$ cat src/rtl/clk_period_monitor_pkg.sv
// Shared definitions for the slow-clock period monitor and other CDC blocks in the DAQ path.
package clk_period_monitor_pkg;

  localparam int unsigned DefaultSyncStages = 2;

  typedef enum logic [1:0] {
    StIdle      = 2'd0,
    StWaitFirst = 2'd1,
    StMeasure   = 2'd2,
    StLost      = 2'd3
  } mon_state_e;

endpackage

$ cat src/rtl/clk_period_monitor_sync_edge_detect.sv
// Multi-flop synchroniser for an asynchronous level, with an edge-history flop and
// registered single-cycle rise/fall pulses.
module clk_period_monitor_sync_edge_detect
  import clk_period_monitor_pkg::*;
#(
  parameter int unsigned SYNC_STAGES = DefaultSyncStages
) (
  input  logic clk,
  input  logic rst_n,
  input  logic async_in,
  output logic rise,
  output logic rise_pulse,
  output logic fall_pulse
);

  logic [SYNC_STAGES-1:0] sync_q;
  logic                   hist_q;
  logic                   rise_pulse_q;
  logic                   fall_pulse_q;
  logic                   sync_out;
  logic                   fall;

  assign sync_out = sync_q[SYNC_STAGES-1];
  assign rise     = sync_out & ~hist_q;
  assign fall     = ~sync_out & hist_q;

  always_ff @(posedge clk or negedge rst_n) begin
    if (!rst_n) begin
      sync_q       <= '0;
      hist_q       <= 1'b0;
      rise_pulse_q <= 1'b0;
      fall_pulse_q <= 1'b0;
    end else begin
      sync_q       <= {sync_q[SYNC_STAGES-2:0], async_in};
      hist_q       <= sync_out;
      rise_pulse_q <= rise;
      fall_pulse_q <= fall;
    end
  end

  assign rise_pulse = rise_pulse_q;
  assign fall_pulse = fall_pulse_q;

endmodule

$ cat src/rtl/clk_period_monitor.sv
// Measures the period of an asynchronous slow clock in clk cycles, hands each measurement
// over a single-entry valid/ready register and flags a lost clock through a watchdog.
module clk_period_monitor
  import clk_period_monitor_pkg::*;
#(
  parameter int unsigned CNT_W       = 24,
  parameter int unsigned SYNC_STAGES = DefaultSyncStages,
  parameter int unsigned TIMEOUT     = 16000000
) (
  input  logic             clk,
  input  logic             rst_n,
  input  logic             slow_clk,
  input  logic             enable,
  output logic             rise_pulse,
  output logic             fall_pulse,
  output logic [CNT_W-1:0] period,
  output logic             period_valid,
  input  logic             period_ready,
  output logic             overflow,
  output logic             locked,
  output logic             lost
);

  localparam logic [CNT_W-1:0] TimeoutCnt = CNT_W'(TIMEOUT);
  localparam logic [CNT_W-1:0] OneCnt     = CNT_W'(1);

  mon_state_e       state_q, state_d;
  logic [CNT_W-1:0] cnt_q, cnt_d;
  logic [CNT_W-1:0] period_q, period_d;
  logic             valid_q, valid_d;
  logic             overflow_q, overflow_d;
  logic             locked_q, locked_d;
  logic             rise;
  logic             capture;

  clk_period_monitor_sync_edge_detect #(
    .SYNC_STAGES (SYNC_STAGES)
  ) u_sync_edge (
    .clk        (clk),
    .rst_n      (rst_n),
    .async_in   (slow_clk),
    .rise       (rise),
    .rise_pulse (rise_pulse),
    .fall_pulse (fall_pulse)
  );

  always_comb begin
    state_d    = state_q;
    cnt_d      = cnt_q;
    period_d   = period_q;
    valid_d    = valid_q;
    overflow_d = 1'b0;
    locked_d   = locked_q;
    capture    = 1'b0;

    if (!enable) begin
      state_d  = StIdle;
      cnt_d    = '0;
      valid_d  = 1'b0;
      locked_d = 1'b0;
    end else begin
      unique case (state_q)
        StIdle: begin
          cnt_d   = '0;
          state_d = StWaitFirst;
        end
        StWaitFirst: begin
          if (rise) begin
            cnt_d   = OneCnt;
            state_d = StMeasure;
          end else if (cnt_q == TimeoutCnt) begin
            state_d = StLost;
          end else begin
            cnt_d = cnt_q + OneCnt;
          end
        end
        StMeasure: begin
          // A rise in the timeout cycle still counts as a valid measurement.
          if (rise) begin
            capture  = 1'b1;
            cnt_d    = OneCnt;
            locked_d = 1'b1;
          end else if (cnt_q == TimeoutCnt) begin
            state_d  = StLost;
            locked_d = 1'b0;
          end else begin
            cnt_d = cnt_q + OneCnt;
          end
        end
        StLost: begin
          locked_d = 1'b0;
          if (rise) begin
            cnt_d   = OneCnt;
            state_d = StMeasure;
          end
        end
        default: state_d = StIdle;
      endcase

      // Single holding register: a concurrent accept frees the slot for the new capture.
      if (capture) begin
        if (!valid_q || period_ready) begin
          period_d = cnt_q;
          valid_d  = 1'b1;
        end else begin
          overflow_d = 1'b1;
        end
      end else if (valid_q && period_ready) begin
        valid_d = 1'b0;
      end
    end
  end

  always_ff @(posedge clk or negedge rst_n) begin
    if (!rst_n) begin
      state_q    <= StIdle;
      cnt_q      <= '0;
      period_q   <= '0;
      valid_q    <= 1'b0;
      overflow_q <= 1'b0;
      locked_q   <= 1'b0;
    end else begin
      state_q    <= state_d;
      cnt_q      <= cnt_d;
      period_q   <= period_d;
      valid_q    <= valid_d;
      overflow_q <= overflow_d;
      locked_q   <= locked_d;
    end
  end

  assign period       = period_q;
  assign period_valid = valid_q;
  assign overflow     = overflow_q;
  assign locked       = locked_q;
  assign lost         = (state_q == StLost);

endmodule

$ cat config.mk
export PLATFORM = sky130hd
export DESIGN_NAME = clk_period_monitor
export DESIGN_NICKNAME = d
export VERILOG_FILES = /design/src/rtl/clk_period_monitor_pkg.sv /design/src/rtl/clk_period_monitor_sync_edge_detect.sv /design/src/rtl/clk_period_monitor.sv
export SDC_FILE = /design/constraint.sdc
export NUM_CORES = 1
export LEC_CHECK = 0
export BUFFER_PORTS_ARGS = -buffer_cell sky130_fd_sc_hd__buf_2
export CORE_MARGIN = 2
export CORE_UTILIZATION = 35
export CTS_BUF_LIST = sky130_fd_sc_hd__clkbuf_2
export DETAILED_ROUTE_END_ITERATION = 6
export GPL_ROUTABILITY_DRIVEN = 0
export SKIP_LAST_GASP = 1
export SYNTH_ARGS = -nofsm -noshare
export SYNTH_HDL_FRONTEND = slang
export SYNTH_SLANG_ARGS = --single-unit
$ cat constraint.sdc
create_clock -name clk -period 4.5 [get_ports clk]
set_clock_uncertainty 0.15 [all_clocks]
set_input_delay 0.45 -clock clk [delete_from_list [all_inputs] [get_ports clk]]
set_output_delay 0.45 -clock clk [all_outputs]
set_load 0.03 [all_outputs]
# == Word-level counts from Yosys, hierarchy flattened ==
# Index checks and enable logic that the tools add are counted.
# Widths: inputs -> output; s select.
# word_totals
output_inout_bits,30
reg_bits,58
elab_cells,61
in_bits,5
# op_classes
n_reduce_logical,10
n_mux,25
addsub,1
bitwise_logic,4
eq_ne,11
# op_table
cell,n
$mux 24,4
$pmux 24 s3,1
$add 24x1->24 const B,1
$eq 24x24->1 const B,1
$mux 1,13
$mux 2,5
$ne 4x3->1 const B,2
$pmux 2 s4,1
$reduce_and 2->1,4
$ne 3x1->1 const B,2
$ne 3x2->1 const B,2
$eq 2x2->1 const B,2
$ne 3x3->1 const B,1
$reduce_and 3->1,1
$and 1x1->1,2
$eq 2x1->1 const B,1
$logic_not 2->1,1
$not 1->1,2
$pmux 1 s2,1
$reduce_or 2->1,1
$logic_and 1x1->1,1
$logic_not 1->1,1
$logic_or 1x1->1,1

# == Depth between registers and ports, before layout ==
# Gate-level depths: netlist of the first run.
# logic_depth
ltp_word,7
depth_mapped,8
depth_no_buf,7

# == Hierarchy ==
# A second synthesis of the first run with hierarchy kept.
# hier_totals
cells_unflattened,239
hier_area_um2,2796.4
# modules_own_cells
mod,instances,area_per_inst_um2,cells_each
clk_period_monitor,1,2656.3,232
clk_period_monitor_sync_edge_detect,1,140.1,7

# == Worst setup path before layout of the first run ==
# OpenSTA, ideal clock, no wires.
# synth_timing
kind,register -> register
start,reg state_q[1]
end,reg cnt_q[17]
period_less_slack_ns,1.997
path_slack_ns,2.503
required_time_ns,4.229
stages_incl_launch_ff,7
arrival_ns,1.726
n_path_buf,1
setup_ns,0.121
path_cell_list,dfrtp_1 > ha_1 > clkbuf_1 > a311oi_4 > nand4_1 > xor2_1 > nor2_1
# synth_lines
item,line,source
"start, declared",clk_period_monitor.sv:27,"mon_state_e state_q, state_d;"
"start signal, assigned",clk_period_monitor.sv:116,state_q <= StIdle;
"start signal, assigned",clk_period_monitor.sv:123,state_q <= state_d;
$eq 2x2->1 (*),n/a,
via lost,clk_period_monitor.sv:21,output logic lost
$pmux 24 s3 / $ne 3x2->1 (equally long branches),n/a,
$mux 24 / $reduce_and 2->1 (equally long branches),n/a,
"end signal, assigned",clk_period_monitor.sv:124,cnt_q <= cnt_d;
"end, declared",clk_period_monitor.sv:28,"logic [CNT_W-1:0] cnt_q, cnt_d;"
# The timed path passes the listed nets; every way through them passes the cells marked *.
# A chain may end at the register's enable or synchronous reset.

# == Final worst setup path of the first run ==
# layout_timing
start,reg state_q[0]
end,reg cnt_q[7]
# layout_via
elab_chain_len,4
# layout_lines
item,line,source
$eq 2x2->1 / $eq 2x1->1 (equally long branches),clk_period_monitor.sv:62,unique case (state_q)
$reduce_or 2->1 (no source line),n/a,
$pmux 24 s3 / $ne 4x3->1 (equally long branches),n/a,
$mux 24 / $reduce_and 2->1 (equally long branches),n/a,
# Several ways; a longest one is shown, not always the timed one.

==> summary.md, run 1 <==
| Metric | Value |
|---|---|
| Post_cts resized | `0` |
| Pin count of the biggest net entering global routing | `59` |
| HP Class | `input port to flop` |
| NumNets Final | `299` |
| DRC | `0` |
| Syn nets | `261` |
| Iteration-0 DRC Markers | `82` |
| Critical path fanouts, max | `21` |
| CP required | `4.68 ns` |
| Clk sinks | `58` |
| Post-synth cell types | `45` |
| Fillers | `780` |
| Post-synthesis async set-or-reset flop share | `100%` |
| Synth Instances | `249` |
| Vias per cell | `5.03` |
| Min-delay src | `period_ready` |
| Vias in the first global route | `1933` |
| Setup tns final | `0 ns` |
| CTS tree | `yes` |
| HPWL after detailed placement | `3.79 mm` |
| Commonest non-fill, non-tap cell in the layout | `dfrtp_1` |
| GR Util All Layers | `14.1%` |
| Max-slew violation count | `0` |
| #FFs+latches synth | `58` |
| Area after DPL | `3050 um2` |
| Number of setup violations in the final report | `0` |
| Hold_buf cts | `2` |
| Antenna diodes | `0` |
| IO Port Bufs | `34` |
| Worst Setup SP | `state_q[0]` |
| Chip Width | `93.8 um` |
| Die footprint | `8790 um2` |
| Simple-gate share of the synthesized area | `18.6%` |
| Pre-CTS setup slack | `2.15 ns` |
| Most frequent cells in the layout | `dfrtp_1, buf_2, nor2_1` |
| Final Hold Vio Count | `0` |
| CTS max path bufs | `2` |
| Clk pin slew, worst setup/hold paths | `0.14 ns` |
| Initial Util | `36.3%` |
| Part of the Yosys area used for sequential elements | `51.5%` |
| ANT nets after route | `0` |
| Ys Warns | `0` |
| Core Area | `7770 um2` |
| Design Area, Final | `3130 um2` |
| Mapped Area | `2820 um2` |
| EDFF count, synth | `0` |
| Post-CTS Setup Bufs | `0` |
| Post-Synth XOR/XNOR Area | `5.59%` |
| Post-Syn Area per Cell | `11.3 um2` |
| Status | `complete, no violations` |
| Mux share of post-synthesis cell area | `9.94%` |
| Grt total ovfl | `0` |
| Top Ports | `35` |
| Leakage | `1.47 nW` |
| Power per cell area | `262 nW/um2` |
| Post-synthesis compound-gate area fraction | `6.88%` |
| Worst skew pair latency | `0.47 ns` |
| Final period utilization | `52.2%` |
| Crit path capture type | `flop` |
| Layout area overhead | `11.1%` |
| Critical path type | `flop to flop` |
| Worst r2r src | `state_q[0]` |
| Max_cap viols | `0` |
| Nature of the critical path startpoint | `flop` |
| Total wire length | `5.51 mm` |
| CTS root buf | `clkbuf_2` |
| Final WS setup | `2.15 ns` |
| # rows | `32` |
| Routed length per instance | `14.1 um` |
| Max IR drop VDD | `0.136 mV` |
| Pre-antenna DRT Iters | `4` |
| Worst slew margin | `36.2%` |
| Adder-cell share of the synthesized area | `3.11%` |
| Chip height | `93.8 um` |
| Top FF cell, synth | `dfrtp_1` |
| RSZ-0062 raised after global routing | `no` |
| CTS H-Tree Depth | `3` |
| Total number of vias | `1967` |
| Least-Margin Pin Slew | `0.956 ns` |
| Min cycle time layout | `2.35 ns` |
| Initial antenna violation count | `0` |
| Wire length of the first global-routing pass | `9.36 mm` |
| Layout cell share with drive strength beyond 1 | `28.7%` |
| Arrival @ worst endpoint | `2.53 ns` |
| Max Freq | `426 MHz` |
| CTS buffer count | `9` |
| Combinational family with the most area after synthesis | `simple AND/OR/NAND/NOR gates` |
## logic make-up (layout without fill, tap and decap cells)
| logic type | Yosys count | after routing |
|---|---|---|
| flops | 58 | 58 |
| simple gates | 95 | 95 |
| mux | 25 | 25 |
| compound gates | 26 | 26 |
| fa+ha+maj | 7 | 7 |
| buf+inv | 20 | 60 |
| xor+xnor | 18 | 18 |
## layout make-up
class / instances / area [um2] / share of cell area (%)
tap: 102 / 128 / 4.07
inverter: 9 / 33.8 / 1.08
timing repair buffer: 38 / 205 / 6.55
clock buffer: 12 / 60.1 / 1.92
sequential: 58 / 1450 / 46.3
clock inverter: 1 / 5.00 / 0.160
multi-input combinational: 171 / 1250 / 39.9
## metal layers
| layer | part of all wire, % | track usage, % |
|---|---|---|
| met3 | 4.3 | 5.46 |
| met1 | 48 | 18.2 |
| met2 | 46 | 21.0 |
| met5 | 0 | 0 |
| met4 | 2.0 | 6.04 |
## where the power goes
part | internal, W | switching [W] | leakage, nW | total, W
logic | 0.0000156 | 0.0000380 | 0.619 | 0.0000536
registers | 0.000526 | 0.00000368 | 0.800 | 0.000530
clock network | 0.0000704 | 0.000166 | 0.0538 | 0.000236
total | 0.000612 | 0.000207 | 1.47 | 0.000820
## worst paths after layout
| kind | slack [ns] | depth (start not counted) | end |
|---|---|---|---|
| max | 2.15 | 6 | cnt_q[7] |
| min | 0.11 | 3 | overflow |
| max reg2reg | 2.15 | 6 | cnt_q[7] |
| min reg2reg | 0.21 | 0 | u_sync_edge.sync_q[1] |
| max in group asynchronous | 3.22 | 3 | cnt_q[0] |
| min in group asynchronous | 0.48 | 3 | period[7] |
## cell usage after synthesis (2+ instances only)
cell type  instances  area share, %
dfrtp_1           58             51
nor2_1            26            3.5
mux2_2            24            9.6
nand2_1           16            2.1
xor2_1            14            4.3
nand3_1           12            2.1
nand4_1           12            2.7
inv_1              9            1.2
ha_1               7            3.1
o21ai_0            6            1.1
a21oi_1            5           0.89
buf_2              4           0.71
xnor2_1            4            1.2
and2_1             3           0.67
and3_1             3           0.67
and4_1             3           0.93
clkbuf_8           3            1.5
nor2b_1            3           0.67
nor4_1             3           0.67
o41ai_1            3           0.93
buf_4              2           0.53
nand2b_1           2           0.44
nand4_2            2           0.89
nor4b_1            2           0.62
o211ai_1           2           0.53
or3_1              2           0.44
## stage by stage
step	total power, W	hold WS, ns	cells	utilization (%)
final	0.000820	0.106	391	40.3
after global routing	0.000869	0.0497	391	40.3
after CTS	0.000841	0.0389	391	40.3
after detailed placement	0.000593	0.186	376	39.2
after global placement	0.000592	0.183	376	39.2
after floorplan	0.000573	0.00441	249	-
## worst max-delay path: stages, from the launching register on
cell and delay, ns:
dfrtp_1 0.40, inv_1 0.10, ha_1 0.31, and2_1 0.17
and2_1 0.18, a21oi_2 0.76, nor2_1 0.13
## flip-flops by register name, indices dropped and copies added, names as in the netlist
signal / count
cnt_q: 24
u_sync_edge.hist_q: 1
period: 24
u_sync_edge.sync_q: 2
u_sync_edge.fall_pulse: 1
overflow: 1
period_valid: 1
locked: 1
state_q: 2
u_sync_edge.rise_pulse: 1
Note: power is estimated with default switching activity, not from simulation.
==> run 2: changes to the inputs <==
- ABC_AREA: default -> 1
- clock period: 4.5 -> 2.3 ns (I/O delays scaled with it)
==> run 2 against run 1 <==
Highest routed layer unchanged. Sequential power rose by 94%. Non-clock buffer count is 10 higher. Final cell count is 45% higher. Critical path depth up 4. Critical endpoint is now cnt_q[17].
==> summary.md, run 2 <==
| Metric | Value |
|---|---|
| Clk sinks | `58` |
| Worst stage delay on the critical path | `0.45 ns` |
| CP required | `2.57 ns` |
| Crit path max-delay family | `simple AND/OR/NAND/NOR gates` |
| IO Port Bufs | `34` |
| Grt total ovfl | `0` |
| Clk pin slew, worst setup/hold paths | `0.17 ns` |
| Post-synthesis async set-or-reset flop share | `100%` |
| HPWL after detailed placement | `5.20 mm` |
| Int Power | `0.00130 W` |
| Ys Warns | `0` |
| Final Power | `0.00176 W` |
| Bufs and invs on worst path | `4` |
| Vias per cell | `4.80` |
| Number of setup violations in the final report | `0` |
| Iteration-0 DRC Markers | `156` |
| Reg-to-reg setup timing slack | `0.11 ns` |
| ANT nets after route | `0` |
| Max-slew violation count | `0` |
| HP Class | `input port to asynchronous set/reset pin` |
| Vias in the first global route | `2558` |
| Multi-input logic area | `1380 um2` |
| Net Switching | `0.000462 W` |
| Arrival @ worst endpoint | `2.45 ns` |
| Chip height | `98.1 um` |
| Max_cap viols | `0` |
| Design Area, Final | `3590 um2` |
| Antenna diodes | `0` |
| Clock share of power | `35.4%` |
| Switching part of the total power | `26.2%` |
| CTS buffer count | `9` |
| Syn nets | `417` |
| Total number of vias | `2724` |
| Critical path type | `flop to flop` |
| Area after DPL | `3390 um2` |
| Fillers | `906` |
| Max IR drop VDD | `0.248 mV` |
| Final Hold Vio Count | `0` |
| Min cycle time layout | `2.19 ns` |
| Wire length of the first global-routing pass | `12.5 mm` |
| Most common cell in the synthesized netlist | `nand2_1` |
| Crit path capture type | `flop` |
| Layout area overhead | `15.8%` |
| Synth Instances | `405` |
| CP Cell Sequence | `inv_1, ha_1, inv_1, nor2_4, nand4_4, nand2_4, buf_4, nor2_1, o21ai_1, inv_2` |
| Most frequent cells in the layout | `nand2_1, dfrtp_1, inv_1` |
| Post-Syn Area per Cell | `7.65 um2` |
| Sequential cell area | `1450 um2` |
| Die footprint | `9620 um2` |
| Initial Util | `35.9%` |
| Crit path max-delay cell type | `dfrtp_1` |
| Cells on worst reg2reg path | `10` |
| Layout cell share with drive strength beyond 1 | `19.6%` |
| RR Endpoint | `cnt_q[17]` |
| Leakage | `1.85 nW` |
| Pin count of the biggest net entering global routing | `46` |
| Final period utilization | `95.0%` |
| Mapped Area | `3100 um2` |
| #FFs+latches synth | `58` |
| Commonest non-fill, non-tap cell in the layout | `nand2_1` |
| Combinational Power Share | `6.0%` |
| DRC | `0` |
| Top cells by area, synth | `dfrtp_1, nand2_1, inv_1` |
| Initial antenna violation count | `0` |
| Power per cell area | `491 nW/um2` |
| Pre-antenna DRT Iters | `4` |
| Yosys top cell area share | `46.8%` |
| Post-synth top cells | `nand2_1, dfrtp_1, inv_1` |
| CTS max path bufs | `2` |
| EDFF count, synth | `0` |
| CTS root buf | `clkbuf_2` |
| Top FF cell, synth | `dfrtp_1` |
| CTS tree | `yes` |
| Total wire length | `7.22 mm` |
| Reg power frac | `58.6%` |
| Core Area | `8640 um2` |
| Chip Width | `98.1 um` |
| Max Freq | `458 MHz` |
| Most common cell on crit path | `inv_1` |
| # rows | `34` |
| GR Util All Layers | `16.5%` |
| Least-Margin Pin Slew | `0.632 ns` |
| Nature of the critical path startpoint | `flop` |
| Status | `complete, no violations` |
| NumNets Final | `466` |
| Worst slew margin | `57.8%` |
| Part of the Yosys area used for sequential elements | `46.8%` |
| Top Ports | `35` |
| Post-synth cell types | `28` |
| Largest area contributor in the netlist | `dfrtp_1` |
| Critical path fanouts, max | `13` |
| Worst r2r src | `state_q[1]` |
| Routed length per instance | `12.7 um` |
| Worst skew pair latency | `0.51 ns` |
| CTS H-Tree Depth | `3` |
## run 2: worst max-delay path by stage
stage | from | end | slack (ns) | cells past startpoint
floorplan | state_q[0] | cnt_q[6] | 0.51 | 10
finish | state_q[1] | cnt_q[17] | 0.11 | 10
detailed placement | state_q[1] | cnt_q[14] | 0.08 | 10
global route | state_q[1] | cnt_q[4] | -0.01 | 9
global placement | state_q[0] | cnt_q[14] | 0.16 | 10
CTS | state_q[1] | cnt_q[14] | 0.06 | 10
## run 2: cell families (layout without fill, tap and decap cells)
| group | count (synthesis) | count (layout) | share of synthesized area, % |
|---|---|---|---|
| fa+ha+maj | 7 | 7 | 2.83 |
| flops | 58 | 58 | 46.8 |
| simple gates | 224 | 224 | 33.4 |
| buf+inv | 67 | 121 | 8.84 |
| compound gates | 49 | 49 | 8.12 |
## run 2: stage by stage
stage	util [%]	setup TNS, ns	hold WS [ns]	std cells	setup slack (ns)
floorplan	-	0	-0.216	405	0.512
global placement	39.3	0	-0.00337	542	0.158
detailed placement	39.3	0	0.00656	542	0.0833
CTS	41.2	0	0.0532	564	0.0570
global route	41.6	-0.0115	0.0552	567	-0.0115
finish	41.6	0	0.0833	567	0.115
## run 2: layout make-up
| cell class | instances | area share [%] |
|---|---|---|
| flip-flops and latches | 58 | 40.4 |
| multi-input cells | 280 | 38.4 |
| repair buffers | 48 | 8.44 |
| inverters | 57 | 6.03 |
| well taps | 108 | 3.77 |
| clock inverters | 7 | 1.67 |
| clock buffers | 9 | 1.26 |
## run 2: what timing repair did
item                                    4_1_cts  5_1_grt
resized for setup                             0        3
endpoints found under the hold margin        68        0
endpoints found under the setup margin        0        8
setup buffers                                 0        3
hold buffers                                  6        0
## run 2: per-layer routing
layer	track usage, %	vias to the layer above	wire (um)	share of wire, %
met5	0	-	0	0
met4	8.12	0	174	2.4
met3	3.87	13	359	5.0
met2	23.7	75	3160	44
met1	23.3	1252	3530	49
li1	-	1384	-	-
## run 2: worst reg2reg max path: cells and delay by family, from the launching register on
kind / cells / cell delay [ns]
fa+ha+maj: 1 / 0.36
compound gates: 1 / 0.14
simple gates: 4 / 0.55
flops: 1 / 0.45
buf+inv: 4 / 0.46
## run 2: power by group through the flow
stage          combinational (W)  clock [W]  sequential, W
6_report                0.000105   0.000625        0.00103
5_1_grt                 0.000119   0.000712        0.00103
4_1_cts                 0.000102   0.000651        0.00103
3_5_place_dp           0.0000949          0        0.00105
3_3_place_gp           0.0000930          0        0.00105
2_1_floorplan          0.0000479          0        0.00106
==> run 3: changes to the inputs <==
- CAP_MARGIN: default -> 10
- CORE_UTILIZATION: 35 -> 45
==> run 3 against run 2 <==
Flip-flop and latch count is the same. Critical path type unchanged. Register-to-register slack improved by 0.07 ns. Worst hold slack improved by 0.13 ns. Clock-buffer cell count did not move. Final cell count decreased by 5.6%. Clock power is 18% higher.
==> summary.md, run 3 (synthesis gave the netlist of run 2 again) <==
| Metric | Value |
|---|---|
| Hold slack final | `0.214 ns` |
| Final Power | `0.00187 W` |
| ANT nets after route | `0` |
| Pre-CTS setup slack | `0.0829 ns` |
| Initial antenna violation count | `0` |
| Total number of vias | `2674` |
| Max_cap viols | `0` |
| Final period utilization | `92.2%` |
| DRC | `0` |
| Final WS setup | `0.180 ns` |
| CTS root buf | `clkbuf_2` |
| Iteration-0 DRC Markers | `180` |
| Nature of the critical path startpoint | `flop` |
| Most frequent cells in the layout | `nand2_1, dfrtp_1, inv_1` |
| Critical path fanouts, max | `8` |
| Pin count of the biggest net entering global routing | `59` |
| CTS max path bufs | `2` |
| Grt total ovfl | `0` |
| Core Area | `6720 um2` |
| Chip Width | `87.0 um` |
| Routed length per instance | `13.1 um` |
| Antenna diodes | `0` |
| Layout cell share with drive strength beyond 1 | `19.6%` |
| CTS tree | `yes` |
| Reg-to-reg setup timing slack | `0.18 ns` |
| Leakage | `1.84 nW` |
| Commonest non-fill, non-tap cell in the layout | `nand2_1` |
| NumNets Final | `463` |
| Initial Util | `46.1%` |
| Worst stage delay on the critical path | `0.42 ns` |
| Max IR drop VDD | `0.253 mV` |
| Design Area, Final | `3540 um2` |
| GR Util All Layers | `20.8%` |
| HP Class | `input port to flop` |
| Chip height | `87.0 um` |
| Worst slew margin | `51.1%` |
| Power per cell area | `528 nW/um2` |
| Top Ports | `35` |
| Clk sinks | `58` |
| Gr busiest metal | `met2` |
| Arrival @ worst endpoint | `2.36 ns` |
| HPWL after detailed placement | `4.95 mm` |
| Area after DPL | `3330 um2` |
| Met2 Usage GRT | `31.0%` |
| Final Hold Vio Count | `0` |
| Least-Margin Pin Slew | `0.733 ns` |
| Clk pin slew, worst setup/hold paths | `0.18 ns` |
| Core Util, Final | `52.7%` |
| Layout area overhead | `14.2%` |
| # rows | `30` |
| CP Cell Sequence | `inv_1, ha_1, inv_1, nor2_4, nand2_1, inv_1, nand2_1, nand2_1, o21ai_1, inv_2` |
| Grt met1 use | `30.7%` |
| Grt met3 use | `3.41%` |
| Vias per cell | `5.00` |
| CP required | `2.54 ns` |
| Critical path type | `flop to flop` |
| CTS buffer count | `9` |
| CTS H-Tree Depth | `3` |
| Vias in the first global route | `2531` |
| Total wire length | `7.01 mm` |
| Min cycle time layout | `2.12 ns` |
| Wire length of the first global-routing pass | `12.2 mm` |
| Pre-antenna DRT Iters | `4` |
| Crit path capture type | `flop` |
| Number of setup violations in the final report | `0` |
| Max-slew violation count | `0` |
| Crit path max-delay cell type | `dfrtp_1` |
| Worst skew pair latency | `0.49 ns` |
| Max Freq | `472 MHz` |
| IO Port Bufs | `34` |
| Die footprint | `7560 um2` |
| Status | `complete, no violations` |
==> run 3: layer usage <==
metal  up-vias  wire length (um)
li1       1376                 -
met1      1229              3620
met2        59              2980
met3        10               296
met4         0               106
met5         -                 0
==> run 3: critical path: cells and delay by family, from the launching register on <==
kind	cells	cell delay (ns)
buffers and inverters	4	0.51
DFF	1	0.42
and+or+nand+nor	4	0.49
AOI/OAI and AO/OA	1	0.10
adders and majority gates	1	0.36
==> run 3: cell type report <==
cell class / instances / area [um2]
Tap cell: 80 / 100
Timing Repair Buffer: 45 / 265
Multi-Input combinational cell: 280 / 1380
Fill cell: 680 / 3180
Clock buffer: 9 / 45.0
Sequential cell: 58 / 1450
Clock inverter: 6 / 82.6
Inverter: 57 / 216
==> run 3: timing repair <==
| action | in CTS | in global routing |
|---|---|---|
| gates resized for setup | 0 | 3 |
| buffers inserted | 0 | 3 |
| hold buffers | 5 | 0 |
| endpoints found under the hold margin | 67 | 0 |
| endpoints found under the setup margin | 0 | 11 |
==> run 3: final timing paths <==
check | start | to | cells after the start
min in group asynchronous | rst_n | u_sync_edge.fall_pulse | 3
worst min register to register | u_sync_edge.sync_q[0] | u_sync_edge.sync_q[1] | 0
worst max-delay path | state_q[0] | cnt_q[17] | 10
max in group asynchronous | rst_n | period[12] | 3
worst min-delay path | slow_clk | u_sync_edge.sync_q[0] | 2
worst max register to register | state_q[0] | cnt_q[17] | 10
==> run 3: stage by stage <==
step           TNS (ns)  std cells
3_5_place_dp          0        512
3_3_place_gp          0        512
4_1_cts               0        532
2_1_floorplan         0        405
6_report              0        535
5_1_grt        -0.00115        535
==> run 3: power by group <==
part / leakage (nW) / internal, W / switching, W / total, W
clock: 0.0775 / 0.000348 / 0.000390 / 0.000739
sequential: 0.800 / 0.00103 / 0.00000480 / 0.00103
combinational: 0.963 / 0.0000302 / 0.0000683 / 0.0000985
total: 1.84 / 0.00141 / 0.000463 / 0.00187
